[src/rtl/shm_client_port_if.sv]
// rtl/shm_client_port_if.sv - request, response and SHM-side signals of one processor slot
interface shm_client_port_if #(
    parameter int SIZE      = 16,
    parameter int WORD_SIZE = 16,
    parameter int PAGE_SIZE = 4
);
    localparam int PAGES_COUNT = SIZE - PAGE_SIZE;

    logic                   req_valid;
    logic                   req_ready;
    logic [1:0]             req_action;
    logic [PAGES_COUNT-1:0] req_ptr;
    logic [SIZE-1:0]        req_shift;
    logic [WORD_SIZE-1:0]   req_data;

    logic                   rsp_valid;
    logic                   rsp_ready;
    logic [1:0]             rsp_action;
    logic [WORD_SIZE-1:0]   rsp_data;
    logic [PAGES_COUNT-1:0] rsp_ptr;
    logic                   rsp_timeout;

    logic                   shm_trigger;
    logic                   shm_ack;
    logic [1:0]             shm_action;
    logic [PAGES_COUNT-1:0] shm_ptr;
    logic [SIZE-1:0]        shm_shift;
    logic [WORD_SIZE-1:0]   shm_data_in;
    logic [WORD_SIZE-1:0]   shm_data_out;
    logic [PAGES_COUNT-1:0] shm_ptr_out;

    logic                   busy;

    modport slave (
        input  req_valid, req_action, req_ptr, req_shift, req_data,
        output req_ready,
        output rsp_valid, rsp_action, rsp_data, rsp_ptr, rsp_timeout,
        input  rsp_ready,
        output shm_trigger, shm_action, shm_ptr, shm_shift, shm_data_in,
        input  shm_ack, shm_data_out, shm_ptr_out,
        output busy
    );

    modport master (
        output req_valid, req_action, req_ptr, req_shift, req_data,
        input  req_ready,
        input  rsp_valid, rsp_action, rsp_data, rsp_ptr, rsp_timeout,
        output rsp_ready,
        input  shm_trigger, shm_action, shm_ptr, shm_shift, shm_data_in,
        output shm_ack, shm_data_out, shm_ptr_out,
        input  busy
    );
endinterface

[src/rtl/shm_client_port.sv]
// rtl/shm_client_port.sv - per-processor request FIFO and toggle handshake bridge to SHM
module shm_client_port #(
    parameter int SIZE       = 16,
    parameter int WORD_SIZE  = 16,
    parameter int PAGE_SIZE  = 4,
    parameter int FIFO_DEPTH = 4,
    parameter int TIMEOUT    = 255
) (
    input  logic             clock,
    input  logic             reset_n,
    shm_client_port_if.slave port
);
    localparam int PAGES_COUNT = SIZE - PAGE_SIZE;
    localparam int AW          = $clog2(FIFO_DEPTH);
    localparam int CW          = $clog2(TIMEOUT + 1);

    typedef enum logic [1:0] {S_IDLE, S_WAIT, S_RESP} state_t;

    state_t state, next_state;

    logic [1:0]             fifo_action [FIFO_DEPTH];
    logic [PAGES_COUNT-1:0] fifo_ptr    [FIFO_DEPTH];
    logic [SIZE-1:0]        fifo_shift  [FIFO_DEPTH];
    logic [WORD_SIZE-1:0]   fifo_data   [FIFO_DEPTH];
    logic [AW-1:0]          wr_ptr, rd_ptr;
    logic [AW:0]            count;
    logic                   full, empty, push;

    logic                   ack_seen, ack_diff;
    logic [CW-1:0]          tmo_cnt;
    logic                   issue, ack_hit, tmo_hit;

    assign full     = (count == (AW+1)'(FIFO_DEPTH));
    assign empty    = (count == '0);
    assign push     = port.req_valid && !full;
    assign ack_diff = (port.shm_ack != ack_seen);

    assign port.req_ready = !full;
    assign port.busy      = !empty || (state != S_IDLE);

    always_ff @(posedge clock or negedge reset_n) begin
        if (!reset_n) state <= S_IDLE;
        else          state <= next_state;
    end

    always_comb begin
        next_state = state;
        issue      = 1'b0;
        ack_hit    = 1'b0;
        tmo_hit    = 1'b0;
        case (state)
            S_IDLE: begin
                // A pending (late) ack blocks issue so it cannot be matched to the new request.
                if (!empty && !ack_diff) begin
                    issue      = 1'b1;
                    next_state = S_WAIT;
                end
            end
            S_WAIT: begin
                if (ack_diff) begin
                    ack_hit    = 1'b1;
                    next_state = S_RESP;
                end else if (tmo_cnt == CW'(TIMEOUT - 1)) begin
                    tmo_hit    = 1'b1;
                    next_state = S_RESP;
                end
            end
            S_RESP: begin
                if (port.rsp_valid && port.rsp_ready) next_state = S_IDLE;
            end
            default: next_state = S_IDLE;
        endcase
    end

    always_ff @(posedge clock) begin
        if (push) begin
            fifo_action[wr_ptr] <= port.req_action;
            fifo_ptr[wr_ptr]    <= port.req_ptr;
            fifo_shift[wr_ptr]  <= port.req_shift;
            fifo_data[wr_ptr]   <= port.req_data;
        end
    end

    always_ff @(posedge clock or negedge reset_n) begin
        if (!reset_n) begin
            wr_ptr <= '0;
            rd_ptr <= '0;
            count  <= '0;
        end else begin
            if (push)  wr_ptr <= wr_ptr + AW'(1);
            if (issue) rd_ptr <= rd_ptr + AW'(1);
            case ({push, issue})
                2'b10:   count <= count + (AW+1)'(1);
                2'b01:   count <= count - (AW+1)'(1);
                default: count <= count;
            endcase
        end
    end

    // Every ack edge is consumed in whatever state it shows up: WAIT matches it,
    // IDLE/RESP absorb it as a late ack, so ack_seen simply follows shm_ack.
    always_ff @(posedge clock or negedge reset_n) begin
        if (!reset_n) begin
            ack_seen         <= 1'b0;
            tmo_cnt          <= '0;
            port.shm_trigger <= 1'b0;
            port.shm_action  <= '0;
            port.shm_ptr     <= '0;
            port.shm_shift   <= '0;
            port.shm_data_in <= '0;
            port.rsp_valid   <= 1'b0;
            port.rsp_timeout <= 1'b0;
            port.rsp_action  <= '0;
            port.rsp_data    <= '0;
            port.rsp_ptr     <= '0;
        end else begin
            ack_seen <= port.shm_ack;
            if (issue) begin
                port.shm_action  <= fifo_action[rd_ptr];
                port.shm_ptr     <= fifo_ptr[rd_ptr];
                port.shm_shift   <= fifo_shift[rd_ptr];
                port.shm_data_in <= fifo_data[rd_ptr];
                port.shm_trigger <= ~port.shm_trigger;
                tmo_cnt          <= '0;
            end else if (state == S_WAIT) begin
                tmo_cnt <= tmo_cnt + CW'(1);
            end
            if (ack_hit) begin
                port.rsp_valid   <= 1'b1;
                port.rsp_timeout <= 1'b0;
                port.rsp_action  <= port.shm_action;
                port.rsp_data    <= port.shm_data_out;
                port.rsp_ptr     <= port.shm_ptr_out;
            end else if (tmo_hit) begin
                port.rsp_valid   <= 1'b1;
                port.rsp_timeout <= 1'b1;
                port.rsp_action  <= port.shm_action;
                port.rsp_data    <= '0;
                port.rsp_ptr     <= '0;
            end else if (state == S_RESP && port.rsp_ready) begin
                port.rsp_valid <= 1'b0;
            end
        end
    end
endmodule

[src/flat_wrapper.sv]
// flat-port wrapper written by rule: the top's interface ports become plain ports
module shm_client_port_flat 
#(
    parameter int SIZE       = 16,
    parameter int WORD_SIZE  = 16,
    parameter int PAGE_SIZE  = 4,
    parameter int FIFO_DEPTH = 4,
    parameter int TIMEOUT    = 255
)
  (clock, reset_n, port_req_valid, port_req_action, port_req_ptr, port_req_shift, port_req_data, port_req_ready, port_rsp_valid, port_rsp_action, port_rsp_data, port_rsp_ptr, port_rsp_timeout, port_rsp_ready, port_shm_trigger, port_shm_action, port_shm_ptr, port_shm_shift, port_shm_data_in, port_shm_ack, port_shm_data_out, port_shm_ptr_out, port_busy);
  shm_client_port_if #(.SIZE(SIZE), .WORD_SIZE(WORD_SIZE), .PAGE_SIZE(PAGE_SIZE)) port_i ();
  input  logic clock;
  input  logic reset_n;
  input wire logic [$bits(port_i.req_valid)-1:0] port_req_valid;
  input wire logic [$bits(port_i.req_action)-1:0] port_req_action;
  input wire logic [$bits(port_i.req_ptr)-1:0] port_req_ptr;
  input wire logic [$bits(port_i.req_shift)-1:0] port_req_shift;
  input wire logic [$bits(port_i.req_data)-1:0] port_req_data;
  output wire logic [$bits(port_i.req_ready)-1:0] port_req_ready;
  output wire logic [$bits(port_i.rsp_valid)-1:0] port_rsp_valid;
  output wire logic [$bits(port_i.rsp_action)-1:0] port_rsp_action;
  output wire logic [$bits(port_i.rsp_data)-1:0] port_rsp_data;
  output wire logic [$bits(port_i.rsp_ptr)-1:0] port_rsp_ptr;
  output wire logic [$bits(port_i.rsp_timeout)-1:0] port_rsp_timeout;
  input wire logic [$bits(port_i.rsp_ready)-1:0] port_rsp_ready;
  output wire logic [$bits(port_i.shm_trigger)-1:0] port_shm_trigger;
  output wire logic [$bits(port_i.shm_action)-1:0] port_shm_action;
  output wire logic [$bits(port_i.shm_ptr)-1:0] port_shm_ptr;
  output wire logic [$bits(port_i.shm_shift)-1:0] port_shm_shift;
  output wire logic [$bits(port_i.shm_data_in)-1:0] port_shm_data_in;
  input wire logic [$bits(port_i.shm_ack)-1:0] port_shm_ack;
  input wire logic [$bits(port_i.shm_data_out)-1:0] port_shm_data_out;
  input wire logic [$bits(port_i.shm_ptr_out)-1:0] port_shm_ptr_out;
  output wire logic [$bits(port_i.busy)-1:0] port_busy;
  assign port_i.req_valid = port_req_valid;
  assign port_i.req_action = port_req_action;
  assign port_i.req_ptr = port_req_ptr;
  assign port_i.req_shift = port_req_shift;
  assign port_i.req_data = port_req_data;
  assign port_req_ready = port_i.req_ready;
  assign port_rsp_valid = port_i.rsp_valid;
  assign port_rsp_action = port_i.rsp_action;
  assign port_rsp_data = port_i.rsp_data;
  assign port_rsp_ptr = port_i.rsp_ptr;
  assign port_rsp_timeout = port_i.rsp_timeout;
  assign port_i.rsp_ready = port_rsp_ready;
  assign port_shm_trigger = port_i.shm_trigger;
  assign port_shm_action = port_i.shm_action;
  assign port_shm_ptr = port_i.shm_ptr;
  assign port_shm_shift = port_i.shm_shift;
  assign port_shm_data_in = port_i.shm_data_in;
  assign port_i.shm_ack = port_shm_ack;
  assign port_i.shm_data_out = port_shm_data_out;
  assign port_i.shm_ptr_out = port_shm_ptr_out;
  assign port_busy = port_i.busy;
  shm_client_port #(.SIZE(SIZE), .WORD_SIZE(WORD_SIZE), .PAGE_SIZE(PAGE_SIZE), .FIFO_DEPTH(FIFO_DEPTH), .TIMEOUT(TIMEOUT)) u_core (.clock(clock), .reset_n(reset_n), .port(port_i));
endmodule
[config.mk]
export PLATFORM = sky130hd
export DESIGN_NAME = shm_client_port_flat
export DESIGN_NICKNAME = d
export VERILOG_FILES = /design/src/rtl/shm_client_port_if.sv /design/src/rtl/shm_client_port.sv /design/src/flat_wrapper.sv
export SDC_FILE = /design/constraint.sdc
export NUM_CORES = 1
export LEC_CHECK = 0
export CAP_MARGIN = 5
export CORE_ASPECT_RATIO = 1.4
export CORE_UTILIZATION = 65
export CTS_CLUSTER_SIZE = 10
export DETAILED_ROUTE_END_ITERATION = 10
export DONT_BUFFER_PORTS = 1
export PLACE_DENSITY = 0.81
export SYNTH_ARGS = -nofsm -noshare
export SYNTH_HDL_FRONTEND = slang
export SYNTH_SLANG_ARGS = --single-unit
[constraint.sdc]
create_clock -name clock -period 6.62 [get_ports clock]
set_input_delay 1.324 -clock clock [delete_from_list [all_inputs] [get_ports clock]]
set_output_delay 1.324 -clock clock [all_outputs]
set_load 0.01 [all_outputs]
==> run_results.csv <==
group,metric,value,unit
power,power,5.68,mW
power,clkPwrFrac,0.288,
setup_path,worstSetupPathType,"primary input to register",
placed_design,port_buffers,0,
yosys,synth.area.top_cells,"edfxtp_1, dfrtp_1, mux4_2",
setup_path,cp_data_arrival_time,3.60,ns
yosys,synth_area,10500,um2
power,p_leak,4.50,nW
timing,max_freq,313,MHz
job,max_cap_viol_count,0,
cells_and_area,final_cell_area,11700,um2
yosys,synth_edf_count,184,
floorplanning,die_area,16700,um2
timing,fin_skew,0.0189,ns
routing,ant_nets,0,
routing,post_drt_via_cell_ratio,6.15,
timing,tightest_slew,1.22,ns
clocking,cts_buffer_depth,3,
routing,firstDrtPassIters,4,
timing,setup-tns-final,0,ns
setup_path,critical_path.n_buffers_inverters,3,
floorplanning,ios,160,
placed_design,pre_cts_slack,2.94,ns
placed_design,dp_hpwl,10700,um
clocking,cts_tree,"yes",
worst_hold_path,holdPathEnd,"u_core.tmo_cnt[7]",
routing,dr_total_vias,5175,
setup_path,r2r_start,"u_core.state[0]",
routing,routedWlPerCell,22.7,um
setup_path,path_cells,"xor2_1 > or4_2 > buf_4 > clkinv_2 > ha_1 > inv_1 > fa_1 > xor2_1 > nor2_1 > xor2_1",
yosys,yosys.area.top_type_share,0.526,
grt,grt_max_degree,98,
clocking,numCtsBuffers,34,
grt,grt_antenna_before_repair,0,
setup_path,slowest_stage,"or4_2",
setup_path,path_max_fanout,50,
clocking,clock-sinks,281,
yosys,synth_warnings,0,
setup_path,worst-r2r-setup-slack,3.78,ns
floorplanning,die_h,152,um
grt,grt_pass1_vias,5688,
run_status,status,"completed",
timing,setup_ws,3.43,ns
timing,drv_slew,0,
grt,overflow,0,
power,max-vdd-ir-drop,0.288,mV
clocking,clock_latency,0.49,ns
worst_hold_path,min_from,"u_core.tmo_cnt[7]",
grt,grt_pass1_wl,29600,um
setup_path,rr_worst_depth,9,
floorplanning,die_w,109,um
yosys,synth-seq-cells,281,
clocking,clk_pin_slew,0.06,ns
placed_design,routabilityCongestion,0.802,
floorplanning,start_util,0.670,
timing,setup_violations,0,
clocking,clockRootBuffer,"clkbuf_16",
power,p_int,3.95,mW
routing,drt_iter0_drc,361,
timing,finalCritPeriodShare,0.482,
cells_and_area,diodes,0,
clocking,hold_buffers,0,
yosys,seq_area_frac_synth,0.758,
timing,fin_crit,3.19,ns
yosys,syn-num-nets,694,
placed_design,placed_cell_area,10700,um2
worst_hold_path,hold_depth,1,
power,swShare,0.305,
timing,maxSlewHeadroom,0.184,
cells_and_area,layout.nets,708,
clocking,cts_resized,0,
setup_path,end_kind,"register",
placed_design,dpl.cell_count,781,
routing,wl,19100,um
power,pwr-share-comb,0.204,
clocking,h-tree-depth,2,
power,power.net_switching,1.73,mW
yosys,synthFlopType,"edfxtp_1",
setup_path,critical_path.top_delay_family,"simple AND/OR/NAND/NOR gates",
cells_and_area,drive_above_1_share,0.166,
setup_path,worstSetupStartpointType,"primary input",
routing,drc,0,
clocking,cts_setup_buffers,0,
timing,hold_violations,0,
setup_path,cpMostUsedCell,"xor2_1",
grt,track_usage,0.240,
floorplanning,coreArea,15700,um2
cells_and_area,area_growth,11.0,%
setup_path,cp.depth,10,
cells_and_area,final_cells,841,
yosys,synth_top_area_cell,"edfxtp_1",
setup_path,critPathMaxStageDelay,0.55,ns
setup_path,worstPathRequired,7.03,ns
yosys,netlist_instances,607,
yosys,synth.distinct_cells,34,
floorplanning,num_rows,54,
yosys,async_flop_share,0.345,
power,powerDensity,487,nW/um2
worst_hold_path,min-delay-path-class,"register to register",
timing,grt_setup_unrepaired,"no",
setup_path,rr_endpoint,"u_core.count[2]",
power,sequentialPowerShare,0.508,
yosys,syn_area_per_cell,17.3,um2
## synth_stat cells (all sizes together) (2+ instances only)
cell / number
a21o: 2
a22o: 32
and2: 2
and3: 4
buf: 16
clkbuf: 13
dfrtp: 97
edfxtp: 184
ha: 7
inv: 7
mux2: 5
mux4: 46
nand2: 148
nand3: 6
nor2: 6
nor3: 5
o21ai: 6
or4: 3
xnor2: 6
xor2: 3
## logic make-up after synthesis
| family | after synthesis | share of synthesized area |
|---|---|---|
| muxes | 51 | 0.104 |
| adders and majority gates | 8 | 0.0103 |
| AOI/OAI and AO/OA | 44 | 0.0339 |
| xor gates and xnor gates | 9 | 0.00823 |
| DFF | 281 | 0.758 |
| and+or+nand+nor | 177 | 0.0681 |
| buffers and inverters | 37 | 0.0179 |
## cells in the final DEF (no fill, tap or decap), types with 2 or more instances in the layout
master     instances
clkbuf_16         35
nand3_1            6
xor2_1             3
a21o_1             2
buf_4              7
ha_1               7
mux2_2             5
and3_2             4
and2_1             2
xnor2_1            5
nor2_1             6
clkbuf_1          22
o21ai_0            5
mux4_2            46
clkinv_8           2
or4_1              2
edfxtp_1         184
nand2_1          147
inv_1              7
dfrtp_1           95
a22o_1            32
nor3_1             5
## per-stage QoR
step | util | hold WS (ns)
finish | 0.743 | 0.513
global route | 0.743 | 0.506
CTS | 0.743 | 0.497
detailed placement | 0.680 | 0.485
global placement | 0.680 | 0.482
floorplan | - | 0.457
## worst max-delay path by stage
| stage | start | endpoint |
|---|---|---|
| 2_1_floorplan | port_shm_ack | u_core.count[2] |
| 5_1_grt | port_shm_ack | u_core.count[2] |
| 3_5_place_dp | port_shm_ack | u_core.count[2] |
| 3_3_place_gp | port_shm_ack | u_core.count[2] |
| 6_report | port_shm_ack | u_core.count[2] |
| 4_1_cts | port_shm_ack | u_core.count[2] |
## per-layer routing
layer	share of wire	up-vias	wire, um	track usage
li1	-	2289	-	-
met1	0.36	2641	6890	0.283
met2	0.53	207	10200	0.415
met3	0.083	38	1590	0.0706
met4	0.024	0	456	0.0844
met5	0	-	0	0
## power groups by stage
stage               Clock, mW  Sequential [mW]  Combinational, mW
floorplan                   0             2.71               1.05
global placement            0             2.89               1.12
detailed placement          0             2.92               1.17
CTS                      1.67             2.89               1.18
global route             1.73             2.96               1.28
finish                   1.63             2.88               1.16
## worst register-to-register path, stage by stage (launching register included)
cell	delay, ns
dfrtp_1	0.51
or4_2	0.71
buf_4	0.35
clkinv_2	0.13
ha_1	0.19
inv_1	0.06
fa_1	0.37
xor2_1	0.17
nor2_1	0.12
xor2_1	0.17
## registers in the layout, summed over array words and instances (netlist names), 12 cells and up
signal and flops:
u_core.port.rsp_data 16, u_core.fifo_shift 64, u_core.fifo_ptr 48, u_core.port.rsp_ptr 12, u_core.port.shm_shift 16, u_core.fifo_data 64
u_core.port.shm_ptr 12, u_core.port.shm_data_in 16
## cell type report
cell class | instances | area [um2]
multi-input combinational | 289 | 2370
clock buffer | 57 | 958
timing repair buffer | 7 | 52.6
sequential | 281 | 7960
tap | 196 | 245
fill | 937 | 4020
clock inverter | 3 | 41.3
inverter | 8 | 31.3
Power figures use the tool's default switching activity.
